### src/rtl/usb_speed_ctrl_pkg.sv
// Speed codes shared with the USB front end (same values as defines_usb.v)
// plus a small helper used by the speed sequencer.
package usb_speed_ctrl_pkg;

    localparam logic [1:0] USB_SPEED_AUTO = 2'b00;
    localparam logic [1:0] USB_SPEED_LS   = 2'b01;
    localparam logic [1:0] USB_SPEED_FS   = 2'b10;
    localparam logic [1:0] USB_SPEED_HS   = 2'b11;

    function automatic logic speed_is_valid(input logic [1:0] spd);
        return spd != USB_SPEED_AUTO;
    endfunction

endpackage

### src/rtl/usb_speed_ctrl.sv
// USB speed sequencer: restarts the autodetector, waits for a stable result,
// retries on timeout/instability. Optional macro: USB_SPEED_CTRL_WATCHDOG_EN.
//
//   state   | meaning
//   --------+-----------------------------------------------------------
//   IDLE    | nothing requested since reset
//   RESTART | one-cycle restart pulse to the detector
//   WAIT    | waiting for a non-AUTO result, timer running
//   SETTLE  | candidate captured, counting consecutive matching cycles
//   LOCKED  | speed published on O_speed
//   FAIL    | retries exhausted or manual AUTO requested
module usb_speed_ctrl
    import usb_speed_ctrl_pkg::*;
#(
    parameter int pTIMER_WIDTH   = 24,
    parameter int pRETRY_WIDTH   = 4,
    parameter int pSETTLE_CYCLES = 8
) (
    input  logic                    fe_clk,
    input  logic                    reset_i,
    input  logic                    I_start,
    input  logic                    I_manual_en,
    input  logic [1:0]              I_manual_speed,
    input  logic [pTIMER_WIDTH-1:0] I_timeout,
    input  logic [pRETRY_WIDTH-1:0] I_max_retries,
    input  logic [1:0]              det_speed_i,
    output logic                    det_restart_o,
    output logic [1:0]              O_speed,
    output logic                    O_busy,
    output logic                    O_locked,
    output logic                    O_fail,
    output logic [pRETRY_WIDTH-1:0] O_retry_count
`ifdef USB_SPEED_CTRL_WATCHDOG_EN
    ,
    output logic                    O_relock_pulse
`endif
);

    typedef enum logic [2:0] {
        S_IDLE    = 3'd0,
        S_RESTART = 3'd1,
        S_WAIT    = 3'd2,
        S_SETTLE  = 3'd3,
        S_LOCKED  = 3'd4,
        S_FAIL    = 3'd5
    } state_t;

    localparam int SW = $clog2(pSETTLE_CYCLES + 1);
    localparam logic [SW-1:0] SETTLE_ONE  = SW'(1);
    localparam logic [SW-1:0] SETTLE_DONE = SW'(pSETTLE_CYCLES);
`ifdef USB_SPEED_CTRL_WATCHDOG_EN
    localparam logic [SW-1:0] SETTLE_LAST = SW'(pSETTLE_CYCLES - 1);
`endif

    state_t                  state_q, state_d;
    logic [1:0]              speed_q, speed_d;
    logic [1:0]              cand_q, cand_d;
    logic [pRETRY_WIDTH-1:0] retry_q, retry_d;
    logic [pTIMER_WIDTH-1:0] timer_q, timer_d;
    logic [SW-1:0]           settle_q, settle_d;
    logic [SW-1:0]           settle_inc;
    logic                    take_retry;
    logic                    take_start;
`ifdef USB_SPEED_CTRL_WATCHDOG_EN
    logic                    manual_q, manual_d;
    logic                    relock_q, relock_d;
`endif

    // One-hot state decodes, also handy as debug probes.
    logic st_idle, st_restart, st_wait, st_settle, st_locked, st_fail;
    assign st_idle    = (state_q == S_IDLE);
    assign st_restart = (state_q == S_RESTART);
    assign st_wait    = (state_q == S_WAIT);
    assign st_settle  = (state_q == S_SETTLE);
    assign st_locked  = (state_q == S_LOCKED);
    assign st_fail    = (state_q == S_FAIL);

    assign settle_inc = settle_q + SETTLE_ONE;

    always_ff @(posedge fe_clk) begin
        if (reset_i) begin
            state_q  <= S_IDLE;
            speed_q  <= USB_SPEED_AUTO;
            cand_q   <= USB_SPEED_AUTO;
            retry_q  <= '0;
            timer_q  <= '0;
            settle_q <= '0;
`ifdef USB_SPEED_CTRL_WATCHDOG_EN
            manual_q <= 1'b0;
            relock_q <= 1'b0;
`endif
        end else begin
            state_q  <= state_d;
            speed_q  <= speed_d;
            cand_q   <= cand_d;
            retry_q  <= retry_d;
            timer_q  <= timer_d;
            settle_q <= settle_d;
`ifdef USB_SPEED_CTRL_WATCHDOG_EN
            manual_q <= manual_d;
            relock_q <= relock_d;
`endif
        end
    end

    always_comb begin
        state_d    = state_q;
        speed_d    = speed_q;
        cand_d     = cand_q;
        retry_d    = retry_q;
        timer_d    = timer_q;
        settle_d   = settle_q;
        take_retry = 1'b0;
        take_start = (st_idle || st_locked || st_fail) && I_start;
`ifdef USB_SPEED_CTRL_WATCHDOG_EN
        manual_d   = manual_q;
        relock_d   = 1'b0;
`endif

        case (state_q)
            S_RESTART: begin
                state_d = S_WAIT;
                timer_d = '0;
            end
            S_WAIT: begin
                // A valid result on the timeout cycle still wins.
                if (speed_is_valid(det_speed_i)) begin
                    state_d  = S_SETTLE;
                    cand_d   = det_speed_i;
                    settle_d = SETTLE_ONE;
                end else if (I_timeout != '0 && timer_q == I_timeout - pTIMER_WIDTH'(1)) begin
                    take_retry = 1'b1;
                end else if (timer_q != '1) begin
                    timer_d = timer_q + pTIMER_WIDTH'(1);
                end
            end
            S_SETTLE: begin
                if (det_speed_i == cand_q) begin
                    settle_d = settle_inc;
                    if (settle_inc == SETTLE_DONE) begin
                        state_d  = S_LOCKED;
                        speed_d  = cand_q;
                        settle_d = '0;
`ifdef USB_SPEED_CTRL_WATCHDOG_EN
                        manual_d = 1'b0;
`endif
                    end
                end else begin
                    take_retry = 1'b1;
                end
            end
`ifdef USB_SPEED_CTRL_WATCHDOG_EN
            S_LOCKED: begin
                // settle_q is reused as the consecutive-mismatch counter.
                if (!I_start && !manual_q) begin
                    if (det_speed_i != speed_q) begin
                        settle_d = settle_inc;
                        if (settle_q == SETTLE_LAST) begin
                            state_d  = S_RESTART;
                            speed_d  = USB_SPEED_AUTO;
                            retry_d  = '0;
                            settle_d = '0;
                            relock_d = 1'b1;
                        end
                    end else begin
                        settle_d = '0;
                    end
                end
            end
`endif
            default: ;
        endcase

        if (take_retry) begin
            if (retry_q == I_max_retries) begin
                state_d = S_FAIL;
            end else begin
                retry_d = retry_q + pRETRY_WIDTH'(1);
                state_d = S_RESTART;
            end
        end

        if (take_start) begin
            retry_d  = '0;
            settle_d = '0;
            speed_d  = USB_SPEED_AUTO;
            if (!I_manual_en) begin
                state_d = S_RESTART;
            end else if (I_manual_speed == USB_SPEED_AUTO) begin
                state_d = S_FAIL;
            end else begin
                state_d = S_LOCKED;
                speed_d = I_manual_speed;
`ifdef USB_SPEED_CTRL_WATCHDOG_EN
                manual_d = 1'b1;
`endif
            end
        end
    end

    assign det_restart_o = st_restart;
    assign O_speed       = speed_q;
    assign O_busy        = st_restart | st_wait | st_settle;
    assign O_locked      = st_locked;
    assign O_fail        = st_fail;
    assign O_retry_count = retry_q;
`ifdef USB_SPEED_CTRL_WATCHDOG_EN
    assign O_relock_pulse = relock_q;
`endif

endmodule

### config.mk
export PLATFORM = sky130hd
export DESIGN_NAME = usb_speed_ctrl
export DESIGN_NICKNAME = d
export VERILOG_FILES = /design/src/rtl/usb_speed_ctrl_pkg.sv /design/src/rtl/usb_speed_ctrl.sv
export SDC_FILE = /design/constraint.sdc
export NUM_CORES = 1
export LEC_CHECK = 0
export CORE_MARGIN = 2
export CORE_UTILIZATION = 51
export CTS_CLUSTER_SIZE = 16
export DETAILED_ROUTE_END_ITERATION = 10
export GPL_ROUTABILITY_DRIVEN = 0
export PLACE_DENSITY = 0.78
export SYNTH_ARGS = -nofsm -noshare
export SYNTH_HDL_FRONTEND = slang
export SYNTH_SLANG_ARGS = --single-unit
### constraint.sdc
create_clock -name fe_clk -period 3.9 [get_ports fe_clk]
set_clock_uncertainty 0.05 [all_clocks]
set_input_delay 1.17 -clock fe_clk [delete_from_list [all_inputs] [get_ports fe_clk]]
set_output_delay 1.17 -clock fe_clk [all_outputs]
set_load 0.02 [all_outputs]
==> metrics.md, run 1 <==
| Metric | Value |
|---|---|
| Max Cap Violations | `0` |
| Layout Cells excl Fill | `662` |
| Die area | `7530 µm²` |
| Leading register cell type out of synthesis | `dfxtp_1` |
| CTS root buffer | `clkbuf_8` |
| Final net count | `623` |
| Crit-path most repeated cell | `buf_4` |
| Port bufs | `45` |
| Cell variety after synth | `71` |
| Worst EP required | `4090 ps` |
| Std cell rows | `30` |
| Overall Power | `1.02 mW` |
| Clock-pin transition on the worst setup and hold timing paths | `90 ps` |
| Yosys reg bits | `39` |
| Tmin final | `3870 ps` |
| Crit Path Class | `input port to flop` |
| Lkg Pwr | `1.87 nW` |
| Count of pins over their slew limit | `0` |
| CP arrival | `4060 ps` |
| Die H | `86.8 µm` |
| Total detailed-routing wirelength | `12.3 mm` |
| Post-route ant nets | `0` |
| Mean Syn Cell Area | `7.71 µm²` |
| Final hold vios | `0` |
| Post-synth net total | `495` |
| Synth top area cells | `dfxtp_1 (22%), xnor2_1 (5.0%), nand2_1 (4.4%), nor2_1 (4.3%), a21oi_1 (4.2%)` |
| Fmax | `0.259 GHz` |
| Placed Area | `4530 µm²` |
| HP Class | `flop to flop` |
| Area grow syn2layout | `44.6%` |
| Number of clock sinks | `39` |
| Top cell type's share of synthesized area | `0.224` |
| Wire per inst | `18.5 µm` |
| CP cell instances | `dlygate4sd2_1 -> or4_4 -> buf_4 -> buf_4 -> nor4_1 -> nor3_2 -> o2bb2ai_2 -> or4_4 -> buf_4 -> nor4_4 -> buf_4 -> or4_1 -> a21oi_1` |
| Pre-CTS WS | `-622 ps` |
| Number of CTS-inserted buffers | `5` |
| Global routing's busiest layer | `met2` |
| Core ar. | `6720 µm²` |
| GRT met1 Usage | `0.361` |
| I/O pin cnt | `46` |
| Crit-path slowest cell | `or4_4` |
| Main combinational cell family by area after synthesis | `simple AND/OR/NAND/NOR gates` |
| Share of cells above drive strength 1 | `0.287` |
| DP Wirelength | `8.32 mm` |
| Setup-failing EPs final | `0` |
| Post-Syn Area | `3490 µm²` |
| Initial antenna violation count | `0` |
| Final WS setup | `32.8 ps` |
| Global route total overflow | `0` |
| Post-synthesis cell count | `453` |
| Startpoint Class | `input port` |
| DRC Markers | `0` |
| Inst Count DP | `636` |
| Tightest Pin Transition | `731 ps` |
| Critical-path maximum fanout | `8` |
| GRT Total Usage | `0.308` |
| Post-Synth Adder-Cell Area | `0.0215` |
| CTS tree | `done` |
| EDFF count, synth | `0` |
| CP peak stage delay | `560 ps` |
| VDD IR-drop max | `0.228 mV` |
| Compound-cell area share of the yosys netlist | `0.235` |
| DR iter-0 viols | `336` |
| Yosys warning total | `0` |
| First-pass GRT wire length | `18.8 mm` |
| Post-route cell area | `5050 µm²` |
| Power Density | `202 nW/µm²` |
| Max-slew headroom | `0.511` |
| Hold buffers post-CTS | `0` |
| Async SR Flop Fraction | `0` |
| Post-Synth XOR/XNOR Area | `0.0878` |
| Vias in the first global route | `4140` |
| Pin count of the biggest net entering global routing | `15` |
| Chip width | `86.8 µm` |
| DR pass1 iterations | `6` |
| Fin crit share | `0.992` |
| Cell taking the most area after synthesis | `dfxtp_1` |
| Post-synthesis sequential area ratio | `0.224` |
| Min Hold Slack | `408 ps` |
| Max H-tree Level | `2` |
| Critical Path Sink Type | `flop` |
| Later-pin clock latency in the skew report | `300 ps` |
| Worst-case clock buffer depth | `2` |
| Status | `finished clean` |
| Mux share of post-synthesis cell area | `0.0240` |
| M3 GR Usage | `0.0448` |
| GRT met2 Usage | `0.559` |
| Total number of vias | `4268` |
| Via density per instance | `6.45` |
| # diodes | `0` |
| Initial core utilization | `0.520` |
| Synth Area in Simple Gates | `0.359` |
[cells in the final DEF, fill, tap and decap left out, drive strengths merged, types with 3 or more instances in the layout]
cell	count
o21a	3
nor2	40
nand3	21
dlygate4sd2	5
and2	4
nand2b	7
xor2	15
or3	13
or2	3
and4	3
clkdlybuf4s15	6
a2111o	3
nand2	41
ha	6
a21oi	29
o2111ai	3
o311ai	4
clkdlybuf4s50	27
o211ai	7
a21o	3
xnor2	20
o31ai	12
nor3b	4
dfxtp	39
mux2i	5
buf	97
or4	16
o21ai	21
o22ai	4
mux2	3
clkbuf	9
and3	5
nor3	16
nand4	12
nor2b	5
a31oi	4
inv	11
nor4	18
[cells in the mapped netlist, drive strengths merged (3+ instances only)]
master and number:
xor2 15, a21o 3, nor2b 5, and3 5, a2111o 3, or4 16, ha 6, o2111ai 3
nand3 21, nand2 41, nor2 40, o211ai 7, nand4 12, o21ai 21, xnor2 20, mux2 3
inv 11, a31oi 4, dfxtp 39, o31ai 12, o21a 3, o22ai 4, clkbuf 10, mux2i 5
buf 11, o311ai 4, nor4 18, nor3b 4, a21oi 29, nand2b 7, and2 4, nor3 16
or2 3, or3 13, and4 3
[final timing paths]
| check | startpoint | to | slack (ps) | cells after the start |
|---|---|---|---|---|
| worst min-delay path | O_speed[1] | O_speed[1] | 410 | 2 |
| worst max register to register | timer_q[19] | O_retry_count[1] | 1030 | 8 |
| worst min register to register | O_speed[1] | O_speed[1] | 410 | 2 |
| worst max-delay path | I_timeout[10] | timer_q[18] | 30 | 13 |
[report_power, final]
part / internal [mW] / switching [mW]
Clock: 0.125 / 0.155
Sequential: 0.405 / 0.0104
Combinational: 0.148 / 0.176
Total: 0.677 / 0.342
[metrics by stage]
step / TNS (ps) / util
finish: 0 / 0.752
global route: -565 / 0.752
CTS: 0 / 0.726
detailed placement: -15900 / 0.674
global placement: -14050 / 0.674
floorplan: 0 / -
[layout make-up]
| class | count | area [µm²] |
|---|---|---|
| Clock buffer | 5 | 68.8 |
| Fill cell | 471 | 1670 |
| Clock inverter | 3 | 20.0 |
| Timing Repair Buffer | 142 | 1260 |
| Sequential cell | 39 | 781 |
| Multi-Input combinational cell | 381 | 2780 |
| Inverter | 12 | 45.0 |
| Tap cell | 80 | 100 |
[kinds of logic (layout without fill, tap and decap cells)]
logic type                 count (synthesis)  after routing
and+or+nand+nor                          217            217
buffers and inverters                     33            162
muxes                                      8              8
xor gates and xnor gates                  35             35
DFF                                       39             39
adders and majority gates                  6              6
AOI/OAI and AO/OA                        115            115
[flip-flops by register name, summed over array words and instances, names as in the netlist]
signal         count
state_q            3
settle_q           4
O_retry_count      4
cand_q             2
timer_q           24
O_speed            2
[layer usage]
metal | wire (µm) | vias to the layer above
li1 | - | 1987
met1 | 4750 | 2007
met2 | 6250 | 228
met3 | 889 | 46
met4 | 372 | 0
met5 | 0 | -
[worst max-delay path: cells and delay by family]
family / cells / cell delay [ps]
simple gates: 6 / 1680
buf+inv: 5 / 840
compound gates: 2 / 350
[what timing repair did]
action / in CTS / in global routing
endpoints found under the setup margin: 31 / 31
gates cloned: 2 / 0
pin swaps: 21 / 18
setup buffers: 8 / 8
resized for setup: 61 / 31
No activity file was read; power rests on OpenSTA's default activity.
==> inputs of run 2 (changes only) <==
Settings changed: SETUP_SLACK_MARGIN set to 0.4.
==> run 2 against run 1 <==
Worst setup slack better by 85 ps; largest power group unchanged; sequential cell count unchanged; cell area rose by 0.97%.
==> metrics.md, run 2 (synthesis results as in run 1) <==
| Metric | Value |
|---|---|
| Share of cells above drive strength 1 | `0.321` |
| Max Cap Violations | `0` |
| Startpoint Class | `input port` |
| Number of clock sinks | `39` |
| Port bufs | `45` |
| Pre-CTS WS | `-522 ps` |
| DP Wirelength | `8.47 mm` |
| Setup-failing EPs final | `0` |
| Worst EP required | `4030 ps` |
| Min Hold Slack | `413 ps` |
| GRT Total Usage | `0.319` |
| Tightest Pin Transition | `731 ps` |
| Vias in the first global route | `4162` |
| Wire per inst | `19.1 µm` |
| Worst-case clock buffer depth | `2` |
| I/O pin cnt | `46` |
| Die area | `7530 µm²` |
| Crit-path slowest cell | `or4_4` |
| HP Class | `flop to flop` |
| Global route total overflow | `0` |
| Crit-path most repeated cell | `or4_4` |
| Via density per instance | `6.54` |
| Hold depth | `2` |
| R2R Path End | `O_retry_count[3]` |
| Most frequent cells in the layout | `buf_4 (78), nand2_1 (41), dfxtp_1 (39)` |
| CP cell instances | `clkdlybuf4s15_1 -> or3_4 -> or4_4 -> mux2_4 -> o22ai_2 -> or4_4 -> buf_6 -> o31ai_4 -> nand4_1 -> mux2i_1` |
| Commonest non-fill, non-tap cell in the layout | `buf_4` |
| Max FFs per register | `24` |
| Critical-path maximum fanout | `5` |
| Worst R2R Start | `timer_q[14]` |
| Std cell rows | `30` |
| Initial core utilization | `0.520` |
| Initial antenna violation count | `1` |
| VDD IR-drop max | `0.250 mV` |
| Hold buffers post-CTS | `0` |
| Count of pins over their slew limit | `0` |
| CP peak stage delay | `640 ps` |
| Status | `finished clean` |
| Critical Path Sink Type | `flop` |
| Later-pin clock latency in the skew report | `300 ps` |
| Chip width | `86.8 µm` |
| Largest reg by FF count | `timer_q` |
| CP arrival | `3910 ps` |
| Fmax | `0.264 GHz` |
| DRC Markers | `0` |
| Worst r2r path cells | `9` |
| Fin crit share | `0.970` |
| Power Density | `199 nW/µm²` |
| First-pass GRT wire length | `19.4 mm` |
| Lkg Pwr | `1.85 nW` |
| R2R Setup Slk | `1000 ps` |
| Number of CTS-inserted buffers | `5` |
| Final WS setup | `118 ps` |
| Unrepaired setup endpoints after global routing | `yes` |
| Hold Path Origin | `O_speed[0]` |
| CTS root buffer | `clkbuf_8` |
| Max H-tree Level | `2` |
| Crit Path Class | `input port to flop` |
| DR pass1 iterations | `5` |
| Area grow syn2layout | `46.0%` |
| Final hold vios | `0` |
| Post-route ant nets | `0` |
| Clock-pin transition on the worst setup and hold timing paths | `70 ps` |
| Max-slew headroom | `0.508` |
| DR iter-0 viols | `277` |
| Tmin final | `3780 ps` |
| CTS tree | `done` |
| Total detailed-routing wirelength | `12.5 mm` |
| Pin count of the biggest net entering global routing | `19` |
| Core ar. | `6720 µm²` |
| Final net count | `619` |
| Total number of vias | `4302` |
| Worst Hold End | `O_speed[0]` |
| Die H | `86.8 µm` |
-- run 2: cell types whose count changed in the layout (fill, tap and decap cells not counted), moves of 4 or more --
cell and change:
buf_4 -7, buf_6 +11, nor4_2 +5, nor4_1 -4, clkdlybuf4s50_1 -4
-- run 2: final cells by class --
class	instances	area (µm²)
repair buffers	138	1200
fillers	458	1620
well taps	80	100
multi-input cells	381	2870
clock inverters	1	5.00
diodes	1	2.50
clock buffers	6	82.6
flip-flops and latches	39	781
inverters	12	53.8
-- run 2: how the worst max path moves through the flow --
| stage | startpoint | endpoint | slack, ps | cells after the start |
|---|---|---|---|---|
| final | I_timeout[6] | O_retry_count[3] | 120 | 10 |
| after global routing | I_timeout[16] | timer_q[17] | 10 | 11 |
| after CTS | I_timeout[4] | O_retry_count[2] | 90 | 10 |
| after detailed placement | I_timeout[1] | timer_q[20] | -520 | 13 |
| after global placement | I_timeout[1] | timer_q[22] | -490 | 13 |
| after floorplan | I_timeout[5] | timer_q[0] | 50 | 11 |
-- run 2: power by group --
group / internal (mW) / switching [mW] / leakage [nW]
Clock: 0.139 / 0.137 / 0.0471
Combinational: 0.142 / 0.181 / 1.49
Sequential: 0.405 / 0.00986 / 0.315
Total: 0.686 / 0.328 / 1.85
-- run 2: what timing repair did --
action | in CTS | in global routing
gates cloned | 1 | 0
endpoints found under the setup margin | 32 | 32
pin swaps | 44 | 30
setup buffers | 10 | 8
gates resized for setup | 100 | 36
-- run 2: per-layer routing --
layer  up-vias  global-route usage  routed length (µm)
met3        67              0.0486                 839
met4         0               0.172                 636
met1      2026               0.357                4750
met5         -                   0                   0
li1       1974                   -                   -
met2       235               0.577                6310
-- run 2: critical path, delay by kind of cell --
kind / cells / cell delay, ps
and+or+nand+nor: 4 / 1650
AOI/OAI and AO/OA: 2 / 370
muxes: 2 / 380
buffers and inverters: 2 / 340
-- run 2: through the flow --
step / utilization / power (mW) / TNS (ps) / std cells / area (µm²)
floorplan: - / 0.575 / 0 / 453 / 3590
global placement: 0.678 / 0.705 / -12550 / 631 / 4560
detailed placement: 0.678 / 0.712 / -13860 / 631 / 4560
CTS: 0.730 / 0.994 / 0 / 649 / 4900
global route: 0.759 / 1.06 / 0 / 658 / 5100
finish: 0.759 / 1.01 / 0 / 658 / 5100
